--- src/rtl/sc_bkgtimer.sv ---
// sc_bkgtimer: background speed timer feeding T0_InLow of the background FSM.
// Counts upcount strobes; drives T0 low once the count reaches the current
// limit, and holds it low until the FSM acknowledges with a shift (2'b10).
// Every SHIFTS_PER_LEVEL acknowledges the level rises and the limit shrinks.
// Ports:
//   SC_BKGTIMER_CLOCK_50           clock, rising edge
//   SC_BKGTIMER_RESET_InLow        synchronous active-low reset
//   SC_BKGTIMER_upcount_InLow      low = count strobe
//   SC_BKGTIMER_clear_InLow        low = restart game timing
//   SC_BKGTIMER_shiftselection_In  2'b10 = shift performed (acknowledge)
//   SC_BKGTIMER_pause_InHigh       high = freeze counting
//   SC_BKGTIMER_T0_OutLow          low = timer expired
//   SC_BKGTIMER_level_Out          current level
//   SC_BKGTIMER_limit_Out          current limit
//   SC_BKGTIMER_count_Out          current strobe count
//   SC_BKGTIMER_levelUp_OutHigh    one-cycle pulse on level increment
module sc_bkgtimer #(
  parameter int unsigned             COUNT_WIDTH      = 24,
  parameter int unsigned             LEVEL_WIDTH      = 3,
  parameter logic [COUNT_WIDTH-1:0]  BASE_LIMIT       = 24'd5000000,
  parameter logic [COUNT_WIDTH-1:0]  LEVEL_STEP       = 24'd500000,
  parameter logic [COUNT_WIDTH-1:0]  MIN_LIMIT        = 24'd1000000,
  parameter int unsigned             SHIFTS_PER_LEVEL = 8
) (
  input  logic                   SC_BKGTIMER_CLOCK_50,
  input  logic                   SC_BKGTIMER_RESET_InLow,
  input  logic                   SC_BKGTIMER_upcount_InLow,
  input  logic                   SC_BKGTIMER_clear_InLow,
  input  logic [1:0]             SC_BKGTIMER_shiftselection_In,
  input  logic                   SC_BKGTIMER_pause_InHigh,
  output logic                   SC_BKGTIMER_T0_OutLow,
  output logic [LEVEL_WIDTH-1:0] SC_BKGTIMER_level_Out,
  output logic [COUNT_WIDTH-1:0] SC_BKGTIMER_limit_Out,
  output logic [COUNT_WIDTH-1:0] SC_BKGTIMER_count_Out,
  output logic                   SC_BKGTIMER_levelUp_OutHigh
);

  localparam int unsigned CW1     = COUNT_WIDTH + 1;
  localparam int unsigned SHIFT_W = (SHIFTS_PER_LEVEL > 1) ? $clog2(SHIFTS_PER_LEVEL) : 1;
  localparam logic [SHIFT_W-1:0]     SHIFT_LAST = SHIFT_W'(SHIFTS_PER_LEVEL - 1);
  localparam logic [LEVEL_WIDTH-1:0] LEVEL_MAX  = {LEVEL_WIDTH{1'b1}};
  localparam logic [1:0]             SHIFT_ACK  = 2'b10;

  typedef enum logic [1:0] {
    ST_COUNT   = 2'b00,
    ST_EXPIRED = 2'b01,
    ST_LEVELUP = 2'b10
  } state_e;

  state_e                 state_q, state_d;
  logic [COUNT_WIDTH-1:0] count_q, count_d;
  logic [COUNT_WIDTH-1:0] limit_q, limit_d;
  logic [LEVEL_WIDTH-1:0] level_q, level_d;
  logic [SHIFT_W-1:0]     shift_q, shift_d;
  logic                   t0_q, t0_d;
  logic                   level_up_q, level_up_d;

  // Widened arithmetic so the expiry compare and limit decrement see carries.
  logic [CW1-1:0] count_inc;
  logic [CW1-1:0] limit_dec;

  // Next-state and registered-output computation.
  always_comb begin
    state_d    = state_q;
    count_d    = count_q;
    limit_d    = limit_q;
    level_d    = level_q;
    shift_d    = shift_q;
    count_inc  = {1'b0, count_q} + CW1'(1);
    limit_dec  = {1'b0, limit_q} - {1'b0, LEVEL_STEP};

    case (state_q)
      ST_COUNT: begin
        if (!SC_BKGTIMER_upcount_InLow && !SC_BKGTIMER_pause_InHigh) begin
          count_d = count_inc[COUNT_WIDTH-1:0];
          if (count_inc >= {1'b0, limit_q}) begin
            state_d = ST_EXPIRED;
          end
        end
      end
      ST_EXPIRED: begin
        if (SC_BKGTIMER_shiftselection_In == SHIFT_ACK) begin
          count_d = '0;
          if (shift_q == SHIFT_LAST) begin
            if (level_q < LEVEL_MAX) begin
              state_d = ST_LEVELUP;
            end else begin
              shift_d = '0;
              state_d = ST_COUNT;
            end
          end else begin
            shift_d = shift_q + SHIFT_W'(1);
            state_d = ST_COUNT;
          end
        end
      end
      ST_LEVELUP: begin
        level_d = level_q + LEVEL_WIDTH'(1);
        shift_d = '0;
        state_d = ST_COUNT;
        // MSB set means the subtraction wrapped below zero.
        if (limit_dec[COUNT_WIDTH] || (limit_dec[COUNT_WIDTH-1:0] < MIN_LIMIT)) begin
          limit_d = MIN_LIMIT;
        end else begin
          limit_d = limit_dec[COUNT_WIDTH-1:0];
        end
      end
      default: begin
        // Unreachable encoding: restart counting but keep progression.
        state_d = ST_COUNT;
        count_d = '0;
        shift_d = '0;
      end
    endcase

    if (!SC_BKGTIMER_clear_InLow) begin
      state_d = ST_COUNT;
      count_d = '0;
      shift_d = '0;
      level_d = '0;
      limit_d = BASE_LIMIT;
    end

    t0_d       = (state_d != ST_EXPIRED);
    level_up_d = (state_d == ST_LEVELUP);
  end

  // State and output registers with synchronous reset.
  always_ff @(posedge SC_BKGTIMER_CLOCK_50) begin
    if (!SC_BKGTIMER_RESET_InLow) begin
      state_q    <= ST_COUNT;
      count_q    <= '0;
      shift_q    <= '0;
      level_q    <= '0;
      limit_q    <= BASE_LIMIT;
      t0_q       <= 1'b1;
      level_up_q <= 1'b0;
    end else begin
      state_q    <= state_d;
      count_q    <= count_d;
      shift_q    <= shift_d;
      level_q    <= level_d;
      limit_q    <= limit_d;
      t0_q       <= t0_d;
      level_up_q <= level_up_d;
    end
  end

  assign SC_BKGTIMER_T0_OutLow       = t0_q;
  assign SC_BKGTIMER_level_Out       = level_q;
  assign SC_BKGTIMER_limit_Out       = limit_q;
  assign SC_BKGTIMER_count_Out       = count_q;
  assign SC_BKGTIMER_levelUp_OutHigh = level_up_q;

endmodule

--- config.mk ---
export PLATFORM = sky130hd
export DESIGN_NAME = sc_bkgtimer
export DESIGN_NICKNAME = d
export VERILOG_FILES = /design/src/rtl/sc_bkgtimer.sv
export SDC_FILE = /design/constraint.sdc
export NUM_CORES = 1
export LEC_CHECK = 0
export BUFFER_PORTS_ARGS = -buffer_cell sky130_fd_sc_hd__clkbuf_2
export CAP_MARGIN = 20
export CORE_ASPECT_RATIO = 1.75
export CORE_UTILIZATION = 40
export CTS_CLUSTER_DIAMETER = 150
export DETAILED_ROUTE_END_ITERATION = 8
export SYNTH_ARGS = -nofsm -noshare
export SYNTH_HDL_FRONTEND = slang
export SYNTH_SLANG_ARGS = --single-unit
--- constraint.sdc ---
create_clock -name SC_BKGTIMER_CLOCK_50 -period 4.3 [get_ports SC_BKGTIMER_CLOCK_50]
set_input_delay 0.43 -clock SC_BKGTIMER_CLOCK_50 [delete_from_list [all_inputs] [get_ports SC_BKGTIMER_CLOCK_50]]
set_output_delay 0.43 -clock SC_BKGTIMER_CLOCK_50 [all_outputs]
set_load 0.005 [all_outputs]
---- Yosys cells after proc, flatten, opt, wreduce, memory -nomap -nowiden ----
Index checks and enable logic that the tools add are counted.
word-level totals
  bits in writable memories ............... 0
  output and inout bits ................... 53
  bits in latches ......................... 0
  register bits ........................... 58
  word-level logic and storage cells ...... 48
  memories kept ........................... 0
  memory bits (read-only) ................. 0
operators by class
  $lt $le $gt $ge ......................... 3
  add/subtract/negate cells ............... 4
  multiplexer cells ....................... 15
  bitwise logic cells ..................... 2
  equality and inequality tests ........... 9
  reduce and logical (&&, ||, !) cells .... 8
  shift operators ......................... 0
  multipliers ............................. 0
  divide/modulo/power cells ............... 0
operators with widths
  cell                    number
  $mux 24                 3
  $pmux 24 s3             1
  $add 24x1->25 const B   1
  $ge 25x24->1            1
  $sub 24x19->25 const B  1
  $lt 24x20->1 const B    1
  $mux 2                  6
  $mux 3                  3
  $add 3x1->3 const B     2
  $eq 2x2->1 const B      3
  $pmux 3 s2              1
  $reduce_and 3->1        2
  $ne 2x2->1 const B      2
  $pmux 2 s2              1
  $eq 3x3->1 const B      1
  $lt 3x3->1 const B      1
  $ne 3x3->1 const B      1
  $eq 2x1->1 const B      1
  $logic_not 1->1         2
  $logic_not 2->1         1
  $ne 2x1->1 const B      1
  $not 1->1               2
  $reduce_and 2->1        1
  $logic_and 1x1->1       1
  $logic_or 1x1->1        1

---- Logic depth before layout (Yosys ltp) ----
  depth after elaboration ................. 7
  depth in mapped cells ................... 17
  mapped depth without buffers ............ 16

---- Least setup slack after synthesis ----
No wires, ideal clock.
  path type ............................... reg2reg
  from .................................... register count_q[0] (netlist: SC_BKGTIMER_count_Out[0])
  to ...................................... register t0_q (netlist: SC_BKGTIMER_T0_OutLow)
  period minus slack after synthesis ...... 3.604 ns
  path slack .............................. 0.696 ns
  data arrival time ....................... 3.470 ns
  setup time .............................. 0.134 ns
  cell stages (with the launch flop) ...... 18
  cells stage by stage .................... dfxtp_1 -> ha_1 -> nand2_1 -> nor3_2 -> nand3_1 -> or2_2 -> clkbuf_1 -> nor2_1 -> xor2_1 -> ha_1 -> nand4_1 -> nor2_1 -> nand4_1 -> nor3_1 -> a221oi_1 -> o21ai_0 -> a21oi_1 -> or4_1
on the way
  longest elaborated chain between the ends .. 7
RTL lines
  item                    line  text
  from (decl)             51    logic [COUNT_WIDTH-1:0] count_q, count_d;
  from (signal assigned)  140   count_q <= count_d;
  $add 24x1->25           69    count_inc = {1'b0, count_q} + CW1'(1);
  $ge 25x24->1            76    if (count_inc >= {1'b0, limit_q}) begin
  $mux 2                  76
  $mux 2                  74    if (!SC_BKGTIMER_upcount_InLow && !SC_BKGTIMER_pause_InHigh) begin
  $pmux 2 s2              72    case (state_q)
  $mux 2                  116   if (!SC_BKGTIMER_clear_InLow) begin
  $ne 2x1->1              124   t0_d = (state_d != ST_EXPIRED);
  to (signal assigned)    144   t0_q <= t0_d;
  to (decl)               55    logic t0_q, t0_d;
No other way between the ends.
A chain may end at the register's enable or synchronous reset.

---- Worst setup path in the final report ----
Ends and elaborated chain as after synthesis.

==> flow_summary.json <==
{
  "worst_pin_slew_ns": 0.873,
  "min_period_ns": 3.84,
  "worstPathRequired_ns": 4.48,
  "internal-power_uw": 776,
  "dr_total_vias": 3694,
  "grtUsageTotal_pct": 22.3,
  "relSlewSlack_pct": 41.7,
  "path_buf_inv": 1,
  "hp-class": "input pin to register",
  "htreeDepth": 2,
  "finalSetupViolCount": 0,
  "start_util_pct": 41.3,
  "p_comb_share_pct": 3.5,
  "routed_via_density": 5.76,
  "grt_pass1_vias": 3472,
  "max_freq_ghz": 0.260,
  "seq_power_share_pct": 49.5,
  "wl_microns": 10300,
  "synth_ff_type": "dfxtp_1",
  "die-area_sq_um": 9790,
  "ctsResizeCount": 0,
  "layout-drive-gt1-share_pct": 16.1,
  "grt_pass1_wl_microns": 16700,
  "cp_slowest_cell": "or4_1",
  "ioPinCount": 60,
  "drt-initial-drc-count": 294,
  "clkPwrFrac_pct": 47.0,
  "clockBufferDepth": 2,
  "nFillCells": 1016,
  "port_buffers": 54,
  "period_share_pct": 89.4,
  "antenna_found_initial": 0,
  "syn_area_sq_um": 3750,
  "vdd_drop_max_uv": 199,
  "async_flop_share_pct": 0,
  "total_leakage_power_nw": 1.72,
  "switchingPower_uw": 216,
  "final.setup.tns_ns": 0,
  "switching_share_pct": 21.8,
  "synth_seq_area_share_pct": 28.3,
  "syn_area_per_cell_sq_um": 7.73,
  "cts_sinks": 53,
  "grt_max_degree": 30,
  "critPathKind": "register to register",
  "hold_viol_final": 0,
  "crit_family": "simple AND/OR/NAND/NOR gates",
  "outcome": "complete, no violations",
  "cts_tree": "built",
  "die_y_microns": 130,
  "ys_ff_latch": 53,
  "slew_violations": 0,
  "die_x_microns": 75.2,
  "overflow": 0,
  "drt_pass1_iterations": 5,
  "synth_warnings": 0,
  "drc_errors": 0,
  "clk_latency_ns": 0.30,
  "crit_start": "SC_BKGTIMER_count_Out[0]",
  "detail_route.wl_per_cell_microns": 16.0,
  "worstPathArrival_ns": 4.02,
  "layout.nets": 552,
  "cts_setup_buffers": 0,
  "crit_chain": "ha_1 -> nand2_1 -> nor3_2 -> buf_4 -> nand3_1 -> or2_2 -> nor2_1 -> xor2_1 -> ha_1 -> nand4_1 -> nor2_1 -> nand4_1 -> nor3_1 -> a221oi_1 -> o21ai_0 -> a21oi_1 -> or4_1",
  "ctsRootBufferMaster": "clkbuf_16",
  "worstSetupStartpointType": "register",
  "place_congestion": 0.871,
  "hpwl_microns": 7720,
  "drtAntennaViolNets": 0,
  "rsz0062_at_grt": "no",
  "hold_buffers": 0,
  "worstReg2RegStart": "SC_BKGTIMER_count_Out[0]",
  "timing.rr.end": "SC_BKGTIMER_T0_OutLow",
  "cp-end-kind": "register",
  "drv_cap": 0,
  "diodes": 0,
  "numCtsBuffers": 5,
  "synth_cells": 486,
  "netlist-cell-type-count": 66,
  "p_per_area_nw_per_um2": 235,
  "synth-edff-count": 0,
  "clk_pin_slew_worst_paths_ns": 0.07,
  "p_total_uw": 993,
  "area_delta_synth_final_pct": 12.5,
  "cpPeakStageDelay_ns": 0.45,
  "rr_worst_depth": 17,
  "skew_ns": 0.00511,
  "rows": 46,
  "path_depth": 17,
  "path_max_fanout": 7,
  "coreArea_sq_um": 9090,
  "cp-endpoint": "SC_BKGTIMER_T0_OutLow",
  "rrSetupSlack_ns": 0.46
}
==> registers in the layout, summed over array words and instances, names as in the netlist <==
name,cells
SC_BKGTIMER_T0_OutLow,1
SC_BKGTIMER_count_Out,24
SC_BKGTIMER_levelUp_OutHigh,1
SC_BKGTIMER_level_Out,3
SC_BKGTIMER_limit_Out,19
shift_q,3
state_q,2
==> cells by family (layout without fill, tap and decap cells) <==
logic type | Yosys count | count (layout) | synth area share [%]
adder cells (fa/ha/maj) | 25 | 25 | 8.33
buffers and inverters | 57 | 88 | 6.70
AO/OA/AOI/OAI | 117 | 117 | 21.6
AND/OR/NAND/NOR | 202 | 202 | 27.7
multiplexers | 3 | 3 | 0.800
other | 1 | 5 | 0.0999
flip-flops | 53 | 53 | 28.3
XOR/XNOR | 28 | 28 | 6.53
==> metal layers <==
layer / up-vias / track usage, % / share of wire (%) / routed length (microns)
li1: 1822 / - / - / -
met1: 1738 / 25.9 / 41 / 4220
met2: 111 / 38.7 / 52 / 5330
met3: 23 / 2.93 / 3.7 / 382
met4: 0 / 11.8 / 3.4 / 350
met5: - / 0 / 0 / 0
==> worst register-to-register path, stage by stage, from the launching register on <==
cell      delay (ns)
dfxtp_1         0.44
ha_1            0.30
nand2_1         0.10
nor3_2          0.15
buf_4           0.16
nand3_1         0.20
or2_2           0.42
nor2_1          0.23
xor2_1          0.11
ha_1            0.31
nand4_1         0.10
nor2_1          0.14
nand4_1         0.11
nor3_1          0.22
a221oi_1        0.10
o21ai_0         0.10
a21oi_1         0.07
or4_1           0.45
==> per-stage QoR <==
| step | instance area (sq um) | cells | hold slack [ns] | util (%) | worst slack, ns |
|---|---|---|---|---|---|
| 3_5_place_dp | 4060 | 633 | 0.496 | 44.6 | 0.495 |
| 3_3_place_gp | 4060 | 633 | 0.486 | 44.6 | 0.645 |
| 2_1_floorplan | 3770 | 490 | 0.481 | - | 0.696 |
| 6_report | 4230 | 641 | 0.498 | 46.5 | 0.455 |
| 5_1_grt | 4230 | 641 | 0.501 | 46.5 | 0.171 |
| 4_1_cts | 4230 | 641 | 0.480 | 46.5 | 0.474 |
==> power groups by stage <==
stage / sequential (mW) / combinational, mW / clock, mW
3_3_place_gp: 0.503 / 0.0341 / 0
3_5_place_dp: 0.503 / 0.0345 / 0
2_1_floorplan: 0.503 / 0.0265 / 0
4_1_cts: 0.491 / 0.0346 / 0.484
6_report: 0.491 / 0.0346 / 0.467
5_1_grt: 0.491 / 0.0389 / 0.502
==> cell usage after synthesis (14+ instances only) <==
master	number	share of area, %
a21oi_1	39	5.2
clkbuf_1	23	2.3
dfxtp_1	53	28
ha_1	25	8.3
inv_1	20	2.0
nand2_1	38	3.8
nand3_1	17	2.3
nand4_1	18	3.0
nor2_1	49	4.9
nor3_1	19	2.5
o21ai_0	14	1.9
xnor2_1	17	4.0
==> cell type report <==
type                    count  area (sq um)  area share [%]
clock buffers               6           129            3.05
clock inverters             2          38.8           0.918
inverters                  22          82.6            1.95
multi-input cells         380          2460            58.3
flip-flops and latches     53          1060            25.1
well taps                 120           150            3.55
repair buffers             58           300            7.11
==> cell usage in the layout, fill, tap and decap left out, types with 3 or more instances in the layout <==
cell	synthesis	layout
nor3_1	19	19
nor2_1	49	49
mux2i_1	3	3
nand3_1	17	17
clkbuf_2	0	54
inv_1	20	20
xor2_1	11	11
nand2_1	38	38
and2_1	4	4
ha_1	25	25
dfxtp_1	53	53
o31ai_1	3	3
or4_1	6	6
or2_2	5	5
or3_1	12	12
nor2b_1	5	5
a21oi_1	39	39
nor4_1	8	7
a31oi_1	3	3
a21o_1	12	12
conb_1	1	5
a211o_1	4	4
buf_4	7	4
a22oi_1	10	10
o211ai_1	4	4
and3_1	4	4
o21ai_0	14	14
a211oi_1	3	3
clkbuf_16	0	5
nand2b_1	6	6
xnor2_1	17	17
nand4_1	18	18
==> worst min path at each step <==
stage,start,end,cells after the start
2_1_floorplan,SC_BKGTIMER_level_Out[1],SC_BKGTIMER_level_Out[1],2
6_report,SC_BKGTIMER_shiftselection_In[0],state_q[1],4
5_1_grt,SC_BKGTIMER_shiftselection_In[0],state_q[1],4
3_5_place_dp,SC_BKGTIMER_level_Out[1],SC_BKGTIMER_level_Out[1],2
3_3_place_gp,SC_BKGTIMER_level_Out[1],SC_BKGTIMER_level_Out[1],2
4_1_cts,SC_BKGTIMER_shiftselection_In[0],state_q[1],4
Note: power is estimated with default switching activity, not from simulation.
